--- config.mk ---
export PLATFORM = sky130hd
export DESIGN_NAME = reg_pipeline_flat
export DESIGN_NICKNAME = d
export VERILOG_FILES = /design/src/rtl/reg_pipeline_if.sv /design/src/rtl/reg_pipeline.sv /design/src/flat_wrapper.sv
export SDC_FILE = /design/constraint.sdc
export NUM_CORES = 1
export LEC_CHECK = 0
export ABC_AREA = 1
export CAP_MARGIN = 0
export CORE_ASPECT_RATIO = 0.5
export CORE_UTILIZATION = 39
export CTS_CLUSTER_SIZE = 10
export DETAILED_ROUTE_END_ITERATION = 7
export PLACE_DENSITY = 0.66
export SYNTH_ARGS = -nofsm -noshare
export SYNTH_HDL_FRONTEND = slang
export SYNTH_SLANG_ARGS = --single-unit
--- constraint.sdc ---
create_clock -name clk -period 2.2 [get_ports clk]
set_input_delay 0.33 -clock clk [delete_from_list [all_inputs] [get_ports clk]]
set_output_delay 0.33 -clock clk [all_outputs]
set_load 0.02 [all_outputs]
--- src/rtl/reg_pipeline_if.sv ---
// reg_pipeline_if: streaming handshake bundle for reg_pipeline.
//   in_valid/in_data/in_ready    producer side (producer -> pipeline)
//   out_valid/out_data/out_ready consumer side (pipeline -> consumer)
//   occupancy                    count of valid stages (only with REG_PIPE_OCC_EN)
// Modports: master = producer/consumer environment, slave = the pipeline itself.
interface reg_pipeline_if #(
  parameter int unsigned WIDTH  = 15
`ifdef REG_PIPE_OCC_EN
  , parameter int unsigned STAGES = 2
`endif
);

  logic             in_valid;
  logic [WIDTH-1:0] in_data;
  logic             in_ready;
  logic             out_valid;
  logic [WIDTH-1:0] out_data;
  logic             out_ready;
`ifdef REG_PIPE_OCC_EN
  logic [$clog2(STAGES + 1)-1:0] occupancy;
`endif

  modport master (
    output in_valid,
    output in_data,
    output out_ready,
    input  in_ready,
    input  out_valid,
    input  out_data
`ifdef REG_PIPE_OCC_EN
    , input occupancy
`endif
  );

  modport slave (
    input  in_valid,
    input  in_data,
    input  out_ready,
    output in_ready,
    output out_valid,
    output out_data
`ifdef REG_PIPE_OCC_EN
    , output occupancy
`endif
  );

endinterface

--- src/rtl/reg_pipeline.sv ---
// reg_pipeline: elastic valid/ready register pipeline of STAGES WIDTH-bit stages.
// Bubbles collapse in a single cycle, order is strict FIFO, capacity = STAGES,
// minimum latency = STAGES-1 edges after acceptance.
// Ports:
//   clk    rising-edge clock
//   reset  asynchronous active-high reset (clears valids and data)
//   clear  synchronous flush of all valid bits; data registers hold
//   bus    reg_pipeline_if.slave (in_valid/in_data/in_ready, out_valid/out_data/out_ready,
//          occupancy when REG_PIPE_OCC_EN is defined)
// Build option: define REG_PIPE_OCC_EN to add the registered occupancy counter.
module reg_pipeline #(
  parameter int unsigned WIDTH  = 15,
  parameter int unsigned STAGES = 2
) (
  input  logic          clk,
  input  logic          reset,
  input  logic          clear,
  reg_pipeline_if.slave bus
);

  logic [STAGES-1:0] v_q;
  logic [STAGES-1:0] v_d;
  logic [STAGES-1:0] adv_c;
  logic [STAGES-1:0] load_c;
  logic [WIDTH-1:0]  d_q [STAGES];
  logic              in_ready_c;
  logic              in_xfer_c;

  // Advance chain runs from the output stage back to the input, so a stage may
  // move into a slot that is being vacated in the same cycle.
  always_comb begin
    adv_c           = '0;
    adv_c[STAGES-1] = v_q[STAGES-1] && bus.out_ready;
    for (int i = int'(STAGES) - 2; i >= 0; i--) begin
      adv_c[i] = v_q[i] && (!v_q[i+1] || adv_c[i+1]);
    end

    in_ready_c = !clear && (!v_q[0] || adv_c[0]);
    in_xfer_c  = bus.in_valid && in_ready_c;

    // clear suppresses every load so data registers keep their contents
    load_c    = '0;
    load_c[0] = in_xfer_c;
    for (int i = 1; i < int'(STAGES); i++) begin
      load_c[i] = !clear && adv_c[i-1];
    end

    v_d = '0;
    if (!clear) begin
      for (int i = 0; i < int'(STAGES); i++) begin
        v_d[i] = load_c[i] || (v_q[i] && !adv_c[i]);
      end
    end
  end

  // Stage registers: valids every cycle, data only on load
  always_ff @(posedge clk or posedge reset) begin
    if (reset) begin
      v_q <= '0;
      for (int i = 0; i < int'(STAGES); i++) begin
        d_q[i] <= '0;
      end
    end else begin
      v_q <= v_d;
      if (load_c[0]) begin
        d_q[0] <= bus.in_data;
      end
      for (int i = 1; i < int'(STAGES); i++) begin
        if (load_c[i]) begin
          d_q[i] <= d_q[i-1];
        end
      end
    end
  end

  assign bus.in_ready  = in_ready_c;
  assign bus.out_valid = v_q[STAGES-1];
  assign bus.out_data  = d_q[STAGES-1];

`ifdef REG_PIPE_OCC_EN
  localparam int unsigned OCC_W = $clog2(STAGES + 1);

  logic [OCC_W-1:0] occ_q;
  logic [OCC_W-1:0] occ_d;
  logic             out_xfer_c;

  // Output transfer is void under clear, matching the flushed valids
  always_comb begin
    out_xfer_c = !clear && adv_c[STAGES-1];
    occ_d      = occ_q;
    if (clear) begin
      occ_d = '0;
    end else if (in_xfer_c && !out_xfer_c) begin
      occ_d = occ_q + OCC_W'(1);
    end else if (!in_xfer_c && out_xfer_c) begin
      occ_d = occ_q - OCC_W'(1);
    end
  end

  // Occupancy counter register
  always_ff @(posedge clk or posedge reset) begin
    if (reset) begin
      occ_q <= '0;
    end else begin
      occ_q <= occ_d;
    end
  end

  assign bus.occupancy = occ_q;
`else
  // occupancy tracking not built
`endif

endmodule

--- src/flat_wrapper.sv ---
// flat-port wrapper written by rule: the top's interface ports become plain ports
module reg_pipeline_flat 
#(
  parameter int unsigned WIDTH  = 15,
  parameter int unsigned STAGES = 2
)
  (clk, reset, clear, bus_in_valid, bus_in_data, bus_out_ready, bus_in_ready, bus_out_valid, bus_out_data);
  reg_pipeline_if #(.WIDTH(WIDTH)) bus_i ();
  input  logic clk;
  input  logic reset;
  input  logic clear;
  input wire logic [$bits(bus_i.in_valid)-1:0] bus_in_valid;
  input wire logic [$bits(bus_i.in_data)-1:0] bus_in_data;
  input wire logic [$bits(bus_i.out_ready)-1:0] bus_out_ready;
  output wire logic [$bits(bus_i.in_ready)-1:0] bus_in_ready;
  output wire logic [$bits(bus_i.out_valid)-1:0] bus_out_valid;
  output wire logic [$bits(bus_i.out_data)-1:0] bus_out_data;
  assign bus_i.in_valid = bus_in_valid;
  assign bus_i.in_data = bus_in_data;
  assign bus_i.out_ready = bus_out_ready;
  assign bus_in_ready = bus_i.in_ready;
  assign bus_out_valid = bus_i.out_valid;
  assign bus_out_data = bus_i.out_data;
  reg_pipeline #(.WIDTH(WIDTH), .STAGES(STAGES)) u_core (.clk(clk), .reset(reset), .clear(clear), .bus(bus_i));
endmodule
### Word level (Yosys, flattened, before mapping)

Index checks and enable logic that the tools add are counted.

| storage, ports and cells | value |
|---|---|
| bits in registers | 32 |
| input port bits | 20 |
| output and inout port bits | 17 |

| cells by class | value |
|---|---|
| mux-type cells | 1 |
| reduce and logical (&&, ||, !) cells | 16 |

Operators with widths:

| kind | number |
|---|---|
| $logic_and 1x1->1 | 7 |
| $logic_not 1->1 | 5 |
| $logic_or 1x1->1 | 4 |
| $mux 2 | 1 |

### Depth between registers and ports, before layout

Gate-level depths: netlist of the first run.

| logic depth | value |
|---|---|
| word-level depth | 8 |
| depth in mapped cells | 6 |

### Worst setup path after synthesis of the first run

OpenSTA, ideal clock, no wires.

| timing | value |
|---|---|
| path type | register to output |
| start point | reg u_core.v_q[1] |
| end point | out bus_in_ready |
| arrival time | 986 ps |
| required time | 1870 ps |
| setup slack | 884 ps |
| cell stages (with the launch flop) | 5 |
| path buffers | 1 |
| path through | dfrtp_1 > nand3_4 > buf_4 > nand2_1 > inv_1 |

| on the way | value |
|---|---|
| word-level cells in the longest chain between the ends | 5 |

Ends and longest elaborated chain:

| item | RTL line | RTL |
|---|---|---|
| start: declaration | reg_pipeline.sv:21 | `logic [STAGES-1:0] v_q;` |
| start signal: assignment | reg_pipeline.sv:64 | `v_q <= v_d;` |
| $logic_not 1->1 / $logic_and 1x1->1 (equally long branches) | reg_pipeline.sv:35, reg_pipeline.sv:33 |  |
| $logic_or 1x1->1 (*) | reg_pipeline.sv:35 | `adv_c[i] = v_q[i] && (!v_q[i+1] \|\| adv_c[i+1]);` |
| $logic_and 1x1->1 (*) | reg_pipeline.sv:35 |  |
| $logic_or 1x1->1 (*) | reg_pipeline.sv:38 | `in_ready_c = !clear && (!v_q[0] \|\| adv_c[0]);` |
| $logic_and 1x1->1 (*) | reg_pipeline.sv:38 |  |
| end: declaration | flat_wrapper.sv:15 | `output wire logic [$bits(bus_i.in_ready)-1:0] bus_in_ready;` |

Every way passes the cells marked *; elsewhere a longest branch is shown, timed or not.

### Worst setup path in the final report of the first run

| timing | value |
|---|---|
| start point | in bus_out_ready |
| end point | out bus_in_ready |

| on the way | value |
|---|---|
| word-level cells in the longest chain between the ends | 5 |

Ends and longest elaborated chain:

| item | RTL line | RTL |
|---|---|---|
| start: declaration | flat_wrapper.sv:14 | `input wire logic [$bits(bus_i.out_ready)-1:0] bus_out_ready;` |
| $logic_and 1x1->1 | reg_pipeline.sv:33 | `adv_c[STAGES-1] = v_q[STAGES-1] && bus.out_ready;` |
| $logic_or 1x1->1 | reg_pipeline.sv:35 |  |
| $logic_and 1x1->1 | reg_pipeline.sv:35 |  |
| $logic_or 1x1->1 | reg_pipeline.sv:38 |  |
| $logic_and 1x1->1 | reg_pipeline.sv:38 |  |

No other way between the ends.

==> results.json, run 1 <==
{
  "status": "finished, final reports clean",
  "p_int_w": 0.00107,
  "drt_drc_violations_left": 0,
  "synth_ff_type": "sky130_fd_sc_hd__dfrtp_1",
  "drtIter0Drc": 64,
  "wl_met3_um": 188,
  "diodes": 0,
  "power.density_mw_per_mm2": 827,
  "type_of_element_capturing_the_critical_path": "output port",
  "slew_viol_final": 0,
  "die_height_um": 45.5,
  "final_min_period_over_clock_period_pct": 88.0,
  "setup_tns_after_final_layout_ns": 0,
  "highest_achievable_clock_rate_mhz": 516,
  "floorplan.initialDensity_pct": 41.9,
  "timing_hold_violations_final": 0,
  "netlist.area_leader.share_pct": 54.1,
  "synthesis.instances": 157,
  "cts_repair_resize_count": 0,
  "synth_cell_type_count": 13,
  "syn_avg_cell_area_um2": 9.42,
  "grt_usage_pct": 14.5,
  "grt_antenna_before_repair": 0,
  "placed_cell_area_mm2": 0.00176,
  "cp.required_ns": 1.87,
  "synth.ff_latch_count": 32,
  "worst_setup_path_start_kind": "input port",
  "grt_overflow_total": 0,
  "period_needed_ns": 1.94,
  "drt-pass1-iter-count": 4,
  "synth_enable_flop_cells": 0,
  "design.die.area_mm2": 0.00406,
  "via_count": 1042,
  "cts_inserted_buffers": 5,
  "wl_mm": 2.68,
  "power_switching_w": 0.000449,
  "hpwlAfterDp_mm": 1.85,
  "worst_ep_arrival_time_ns": 1.61,
  "yosysWarningCount": 0,
  "critical_path_peak_fanout": 2,
  "synth.most_common_cell": "sky130_fd_sc_hd__nand2_1",
  "cts_root_buf": "sky130_fd_sc_hd__clkbuf_8",
  "layout-area-overhead-vs-synth_pct": 24.3,
  "max_slew_margin_pct": 73.1,
  "buffers_inserted_during_post_cts_setup_optimization": 0,
  "vdd_ir_drop_max_mv": 0.288,
  "cts_max_level": 2,
  "number_of_buffers_on_the_longest_clock_path": 2,
  "design_power_total_w": 0.00152,
  "largest_net_degree_at_the_start_of_global_routing": 33,
  "p_leak_nw": 0.888,
  "seqPwrFrac_pct": 47.9,
  "worst_hold_path_type": "input port to async pin",
  "share_of_layout_cells_above_drive_strength_1_pct": 11.0,
  "clock_tree_sinks": 32,
  "fillCellCount": 334,
  "synth-async-reset-ratio_pct": 100,
  "mappedNetlistArea_mm2": 0.00148,
  "core-area_mm2": 0.00353,
  "ant_nets": 0,
  "final_area_mm2": 0.00184,
  "cts-hold-fix-buffers": 0,
  "layout.core_utilization_pct": 52.1,
  "floorplan.io_pins": 37,
  "routabilityCongestion": 0.733,
  "rsz0062_at_grt": "no",
  "finalSetupViolCount": 0,
  "worstMarginPinSlew_ns": 0.403,
  "comb_power_share_pct": 24.2,
  "fraction_of_the_yosys_area_taken_by_sequential_cells_pct": 54.1,
  "synth.top_cells.by_count": "sky130_fd_sc_hd__nand2_1 (47), sky130_fd_sc_hd__dfrtp_1 (32), sky130_fd_sc_hd__inv_1 (19)",
  "netlist_top_cells_area": "sky130_fd_sc_hd__dfrtp_1 (54%), sky130_fd_sc_hd__nand2_1 (12%), sky130_fd_sc_hd__buf_4 (9.1%)",
  "highest-signal-layer": "met3",
  "num_rows": 15,
  "clk_transition_reported_paths_ns": 0.07,
  "switching_power_share_of_the_total_pct": 29.5,
  "detailroute.wirelength.met2_mm": 1.12,
  "synthesized_netlist_net_count": 177,
  "floorplan.die.width_um": 89.1,
  "clkPwrFrac_pct": 27.9,
  "grt_first_pass_wirelength_mm": 4.15,
  "clock_latency_at_the_later_pin_of_the_worst_skew_pair_ns": 0.28,
  "path_class": "input port to output port",
  "grt_pass1_vias": 879,
  "fin_clk_skew_ns": 0.00362,
  "tritoncts_clock_tree": "done",
  "detailed_route_vias_per_instance": 4.49,
  "max_cap_viol_count": 0,
  "finalNetCount": 201,
  "buffer_ports.inserted": 36,
  "synth_top_area_cell": "sky130_fd_sc_hd__dfrtp_1",
  "routedWlPerCell_um": 11.6,
  "wirelength_met1_mm": 1.38
}
## path summary, 6_finish.rpt
path / startpoint / end / slack [ns] / cells after the start
max in group asynchronous: reset / u_core.v_q[0] / 1.49 / 3
min in group clk: u_core.d_q[16] / u_core.d_q[16] / 0.47 / 2
worst max-delay path: bus_out_ready / bus_in_ready / 0.26 / 6
worst max register to register: u_core.v_q[1] / u_core.bus.out_data[0] / 0.93 / 4
worst min-delay path: reset / u_core.bus.out_data[8] / 0.43 / 3
worst min register to register: u_core.d_q[16] / u_core.d_q[16] / 0.47 / 2
## per-stage QoR
stage,hold slack (ns),setup slack [ns],cells
floorplan,0.393,0.884,157
finish,0.428,0.264,232
global route,0.477,0.201,232
global placement,0.457,0.257,225
detailed placement,0.460,0.264,225
CTS,0.444,0.255,232
## routing by layer
| layer | global-route usage [%] | vias to the layer above |
|---|---|---|
| met2 | 20.3 | 26 |
| met1 | 20.2 | 488 |
| met3 | 6.16 | 0 |
| met5 | 0 | - |
| li1 | - | 528 |
| met4 | 4.76 | 0 |
## sequential cells by signal (all words and copies together) (netlist names)
register / cells
u_core.v_q: 2
u_core.d_q: 15
u_core.bus.out_data: 15
## worst max-delay path, cell delays in order
cell and delay [ns]:
sky130_fd_sc_hd__clkdlybuf4s50_1 0.45, sky130_fd_sc_hd__inv_1 0.07, sky130_fd_sc_hd__nand3_4 0.06, sky130_fd_sc_hd__nand2_1 0.05, sky130_fd_sc_hd__inv_1 0.05, sky130_fd_sc_hd__clkdlybuf4s50_1 0.60
## cell usage in the layout, fill, tap and decap left out
master and instances:
sky130_fd_sc_hd__inv_2 1, sky130_fd_sc_hd__buf_4 4, sky130_fd_sc_hd__o21ai_0 7, sky130_fd_sc_hd__clkinv_2 1, sky130_fd_sc_hd__o21ai_1 2, sky130_fd_sc_hd__nand3_4 3, sky130_fd_sc_hd__nand4_1 15, sky130_fd_sc_hd__a21oi_1 2
sky130_fd_sc_hd__o21ai_2 6, sky130_fd_sc_hd__clkdlybuf4s50_1 36, sky130_fd_sc_hd__dfrtp_1 32, sky130_fd_sc_hd__inv_1 19, sky130_fd_sc_hd__nand2_1 47, sky130_fd_sc_hd__clkbuf_8 5, sky130_fd_sc_hd__clkbuf_1 1
## cell type report
cell class | instances | area [um2] | area share [%]
Clock inverter | 1 | 5.00 | 0.272
Tap cell | 51 | 63.8 | 3.47
Timing Repair Buffer | 40 | 390 | 21.2
Inverter | 20 | 75.1 | 4.08
Clock buffer | 6 | 72.6 | 3.95
Multi-Input combinational cell | 82 | 430 | 23.4
Sequential cell | 32 | 801 | 43.6
## power groups by stage
stage / Clock [W] / Combinational (W) / Sequential [W]
floorplan: 0 / 0.000282 / 0.000727
global placement: 0 / 0.000361 / 0.000740
detailed placement: 0 / 0.000370 / 0.000739
CTS: 0.000428 / 0.000373 / 0.000729
global route: 0.000462 / 0.000400 / 0.000739
finish: 0.000424 / 0.000367 / 0.000729
## cell families (layout without fill, tap and decap cells)
family	count (synthesis)	in the layout	synth area share, %
DFF	32	32	54.1
buffers and inverters	43	67	16.8
AOI/OAI and AO/OA	17	17	7.28
and+or+nand+nor	65	65	21.8
(Power assumes the default switching activity.)
==> run 2: changes to the inputs <==
CORE_MARGIN = 2   (was unset)
GPL_ROUTABILITY_DRIVEN = 0   (was unset)
==> run 2 against run 1 <==
Net effect:
- die area rose by 6.7%
- register-to-register slack improved by 0.04 ns
- sequential power barely moved
- highest routed layer is now met4
==> results.json, run 2 (synthesis results as in run 1) <==
{
  "via_count": 1035,
  "final_hold_slack_ns": 0.431,
  "cts-hold-fix-buffers": 0,
  "core-area_mm2": 0.00353,
  "final_min_period_over_clock_period_pct": 88.1,
  "design.die.area_mm2": 0.00433,
  "ant_nets": 0,
  "rsz0062_at_grt": "no",
  "p_leak_nw": 0.898,
  "gr-usage-met1_pct": 17.2,
  "detailed_route_vias_per_instance": 4.44,
  "rr_startpoint": "u_core.v_q[0]",
  "timing_hold_violations_final": 0,
  "number_of_buffers_on_the_longest_clock_path": 2,
  "worst_r2r_endpoint": "u_core.d_q[17]",
  "routedWlPerCell_um": 11.1,
  "buffer_ports.inserted": 36,
  "layout-area-overhead-vs-synth_pct": 25.3,
  "buffers_inserted_during_post_cts_setup_optimization": 0,
  "layout.core_utilization_pct": 52.5,
  "clk_transition_reported_paths_ns": 0.06,
  "cts_root_buf": "sky130_fd_sc_hd__clkbuf_8",
  "grtUsageMet2_pct": 21.2,
  "finalSetupViolCount": 0,
  "cts_max_level": 2,
  "worst_setup_path_endpoint": "bus_in_ready",
  "final_cell_mix": "sky130_fd_sc_hd__nand2_1 (47), sky130_fd_sc_hd__clkdlybuf4s50_1 (36), sky130_fd_sc_hd__dfrtp_1 (32), sky130_fd_sc_hd__inv_1 (19), sky130_fd_sc_hd__nand4_1 (15)",
  "clock_tree_sinks": 32,
  "finalNetCount": 201,
  "worstMarginPinSlew_ns": 0.399,
  "floorplan.initialDensity_pct": 41.9,
  "diodes": 0,
  "tritoncts_clock_tree": "done",
  "final_area_mm2": 0.00185,
  "worst_setup_path_start_kind": "input port",
  "clock_latency_at_the_later_pin_of_the_worst_skew_pair_ns": 0.28,
  "largest_net_degree_at_the_start_of_global_routing": 33,
  "slew_viol_final": 0,
  "worst_ep_arrival_time_ns": 1.61,
  "num_rows": 15,
  "max_slew_margin_pct": 73.4,
  "setup_tns_after_final_layout_ns": 0,
  "fin_clk_skew_ns": 0.00377,
  "vdd_ir_drop_max_mv": 0.236,
  "status": "finished, final reports clean",
  "final_common_cell": "sky130_fd_sc_hd__nand2_1",
  "grt_usage_pct": 13.6,
  "drt_drc_violations_left": 0,
  "wl_mm": 2.59,
  "gr-max-usage-layer": "met2",
  "cp.required_ns": 1.87,
  "grt_pass1_vias": 931,
  "period_needed_ns": 1.94,
  "max_cap_viol_count": 0,
  "floorplan.die.width_um": 91.1,
  "power.density_mw_per_mm2": 831,
  "grt_antenna_before_repair": 0,
  "worst_hold_path_type": "input port to async pin",
  "type_of_element_capturing_the_critical_path": "output port",
  "placed_cell_area_mm2": 0.00176,
  "drtIter0Drc": 47,
  "timing.reg2reg.setup_slack_ns": 0.97,
  "reg2reg_depth": 5,
  "globalRouteMet3Util_pct": 5.51,
  "critical_path_peak_fanout": 2,
  "highest_achievable_clock_rate_mhz": 516,
  "path_class": "input port to output port",
  "drt-pass1-iter-count": 4,
  "hpwlAfterDp_mm": 1.77,
  "grt_overflow_total": 0,
  "cts_repair_resize_count": 0,
  "share_of_layout_cells_above_drive_strength_1_pct": 12.1,
  "floorplan.io_pins": 37,
  "cp_launch_point": "bus_out_ready",
  "grt_first_pass_wirelength_mm": 4.33,
  "cts_inserted_buffers": 5,
  "die_height_um": 47.5
}
==> run 2: changes by cell type in the layout (fill, tap and decap cells not counted), sizes merged <==
cell / previous run / this run
clkinv: 1 / 2
==> run 2: metal layers <==
metal	part of all wire, %	up-vias
li1	-	532
met1	48	474
met2	45	27
met3	5.6	2
met4	1.0	0
met5	0	-
==> run 2: critical path, cell delays in order <==
cell	delay [ns]
sky130_fd_sc_hd__clkdlybuf4s50_1	0.45
sky130_fd_sc_hd__inv_1	0.07
sky130_fd_sc_hd__nand3_4	0.06
sky130_fd_sc_hd__nand2_1	0.05
sky130_fd_sc_hd__inv_1	0.05
sky130_fd_sc_hd__clkdlybuf4s50_1	0.59
==> run 2: per-stage QoR <==
stage / instances / worst slack, ns / power (W)
finish: 233 / 0.262 / 0.00154
global route: 233 / 0.224 / 0.00163
CTS: 233 / 0.248 / 0.00157
detailed placement: 225 / 0.258 / 0.00111
global placement: 225 / 0.251 / 0.00110
floorplan: 157 / 0.884 / 0.00101
==> run 2: layout make-up <==
class                           count  area [um2]
Fill cell                         356        1680
Sequential cell                    32         801
Multi-Input combinational cell     82         430
Timing Repair Buffer               40         390
Clock buffer                        6        82.6
Inverter                           20        75.1
Tap cell                           51        63.8
Clock inverter                      2        10.0
==> run 2: power by group <==
| part | leakage (nW) | internal (W) | switching (W) |
|---|---|---|---|
| combinational | 0.442 | 0.000177 | 0.000185 |
| clock | 0.0510 | 0.000249 | 0.000203 |
| sequential | 0.405 | 0.000679 | 0.0000472 |
==> run 2: how the worst min path moves through the flow <==
stage | start | end | slack (ns) | depth (start not counted)
final | reset | u_core.bus.out_data[4] | 0.43 | 3
after global routing | u_core.d_q[18] | u_core.d_q[18] | 0.49 | 2
after CTS | reset | u_core.bus.out_data[4] | 0.45 | 3
after detailed placement | u_core.d_q[27] | u_core.d_q[27] | 0.46 | 2
after global placement | u_core.d_q[27] | u_core.d_q[27] | 0.46 | 2
after floorplan | clear | u_core.v_q[0] | 0.39 | 1
==> run 3: changes to the inputs <==
CELL_PAD_IN_SITES_DETAIL_PLACEMENT = 1   (was unset)
CELL_PAD_IN_SITES_GLOBAL_PLACEMENT = 2   (was unset)
CORE_UTILIZATION = 31   (was 39)
GPL_TIMING_DRIVEN = 0   (was unset)
PLACE_DENSITY = unset   (was 0.66)
PLACE_DENSITY_LB_ADDON = 0.1   (was unset)
==> run 3 against run 2 <==
Net effect:
- utilization decreased by 8.3 points
- power increased by 3.6%
- worst hold slack got worse by 0.043 ns
- clock power decreased by 6.9%
- fmax decreased by 1.2%
- routed wire length increased by 33%
- largest cell class unchanged
- highest routed layer unchanged
==> results.json, run 3 (synthesis results as in run 1) <==
{
  "core-area_mm2": 0.00449,
  "worst_ep_arrival_time_ns": 1.63,
  "num_rows": 17,
  "path_class": "input port to output port",
  "cts-hold-fix-buffers": 0,
  "worst_r2r_endpoint": "u_core.bus.out_data[6]",
  "vdd_ir_drop_max_mv": 0.280,
  "hpwlAfterDp_mm": 2.44,
  "grt_pass1_vias": 1189,
  "worst_hold_path_type": "input port to flip-flop",
  "dpl.cell_count": 258,
  "critical_path_peak_fanout": 10,
  "rr_startpoint": "u_core.v_q[1]",
  "grt_usage_pct": 15.3,
  "status": "finished, final reports clean",
  "layout.cells.non_filler": 264,
  "floorplan.initialDensity_pct": 33.0,
  "cp_launch_point": "bus_out_ready",
  "share_of_layout_cells_above_drive_strength_1_pct": 19.7,
  "detailed_route_vias_per_instance": 4.31,
  "cts_repair_resize_count": 1,
  "diodes": 0,
  "design_power_total_w": 0.00160,
  "buffers_inserted_during_post_cts_setup_optimization": 0,
  "floorplan.die.width_um": 102,
  "grt_first_pass_wirelength_mm": 5.91,
  "routedWlPerCell_um": 13.1,
  "die_height_um": 52.8,
  "clk_transition_reported_paths_ns": 0.06,
  "design.die.area_mm2": 0.00537,
  "largest_net_degree_at_the_start_of_global_routing": 33,
  "post-place-ws_ns": -0.103,
  "p_leak_nw": 0.975,
  "tritoncts_clock_tree": "done",
  "cts_inserted_buffers": 5,
  "worst_setup_path_start_kind": "input port",
  "timing.reg2reg.setup_slack_ns": 1.07,
  "final_common_cell": "sky130_fd_sc_hd__nand2_1",
  "clock_latency_at_the_later_pin_of_the_worst_skew_pair_ns": 0.27,
  "final_cell_mix": "sky130_fd_sc_hd__nand2_1 (47), sky130_fd_sc_hd__clkdlybuf4s50_1 (34), sky130_fd_sc_hd__dfrtp_1 (32), sky130_fd_sc_hd__inv_1 (18), sky130_fd_sc_hd__buf_4 (18)",
  "timing_hold_violations_final": 0,
  "final_hold_slack_ns": 0.388,
  "timing.critical_path.depth": 7,
  "cts_max_level": 2,
  "final_min_period_over_clock_period_pct": 89.1,
  "drt_drc_violations_left": 0,
  "clock_tree_sinks": 32,
  "power.density_mw_per_mm2": 804,
  "finalNetCount": 218,
  "register_area_um2": 801,
  "type_of_element_capturing_the_critical_path": "output port",
  "cpMaxStageDelayCell": "sky130_fd_sc_hd__clkdlybuf4s50_1",
  "layout.core_utilization_pct": 44.2,
  "layout-area-overhead-vs-synth_pct": 34.1,
  "grt_overflow_total": 0,
  "worstMarginPinSlew_ns": 0.695,
  "fillCellCount": 529,
  "cp.required_ns": 1.87,
  "ant_nets": 0,
  "drt-pass1-iter-count": 3,
  "timing.critical_path.max_delay_family": "buffers and inverters",
  "reg2reg_depth": 5,
  "period_needed_ns": 1.96,
  "number_of_buffers_on_the_longest_clock_path": 2,
  "cpPeakStageDelay_ns": 0.46,
  "critical_path.cell_chain": "clkdlybuf4s50_1 -> inv_1 -> nand3_4 -> buf_4 -> nand2_1 -> inv_1 -> dlygate4sd2_1",
  "finalSetupViolCount": 0,
  "rsz0062_at_grt": "no",
  "slew_viol_final": 0,
  "highest_achievable_clock_rate_mhz": 510,
  "timing.critical_path.mode_cell": "sky130_fd_sc_hd__inv_1",
  "cts_root_buf": "sky130_fd_sc_hd__clkbuf_8",
  "max_cap_viol_count": 0,
  "floorplan.io_pins": 37,
  "wl_mm": 3.45,
  "worstPathBufferInverterCount": 5,
  "worst_setup_path_endpoint": "bus_in_ready",
  "buffer_ports.inserted": 35,
  "setup_slack_ns": 0.239,
  "fin_clk_skew_ns": 0.00606,
  "max_slew_margin_pct": 53.6,
  "drtIter0Drc": 21,
  "multi_input_comb_area_um2": 430,
  "via_count": 1139,
  "grt_antenna_before_repair": 0
}
## run 3: changes by cell type in the layout (fill, tap and decap cells not counted), sizes merged
cell,change
buf,+18
clkdlybuf4s50,-2
clkinv,-1
dlygate4sd2,+1
## run 3: tightest hold or removal path, stage by stage
cell	delay, ns
sky130_fd_sc_hd__buf_2	0.16
sky130_fd_sc_hd__inv_1	0.07
sky130_fd_sc_hd__a21oi_1	0.06
## run 3: worst min-delay path by stage
stage	start	end	slack, ns	depth (start not counted)
after floorplan	clear	u_core.v_q[0]	0.39	1
after global placement	u_core.d_q[26]	u_core.d_q[26]	0.45	2
after detailed placement	u_core.d_q[24]	u_core.d_q[24]	0.46	2
after CTS	bus_in_valid	u_core.v_q[0]	0.38	3
after global routing	bus_in_valid	u_core.v_q[0]	0.41	3
final	bus_in_valid	u_core.v_q[0]	0.39	3
## run 3: layout make-up
type,count,share of cell area (%)
Multi-Input combinational cell,82,21.7
Buffer,22,8.45
Inverter,20,3.79
Clock buffer,6,3.66
Clock inverter,1,0.252
Timing Repair Buffer,35,17.6
Sequential cell,32,40.4
Tap cell,66,4.16
## run 3: power by group
part           leakage (nW)  total, W  switching [W]  internal [W]
logic                 0.529  0.000446       0.000206      0.000240
clock network        0.0410  0.000421       0.000206      0.000215
registers             0.405  0.000728      0.0000493      0.000679
total                 0.975   0.00160       0.000461       0.00113
## run 3: per-layer routing
metal	vias up	global-route usage, %	part of all wire (%)
met1	552	18.5	48
met3	2	5.47	5.2
met5	-	0	0
li1	562	-	-
met4	0	4.73	0.72
met2	23	25.9	46
## run 3: stage by stage
stage,setup TNS (ns),instance area [um2]
finish,0,1980
global route,0,1980
CTS,0,1980
detailed placement,-0.103,1910
global placement,-0.118,1910
floorplan,0,1480
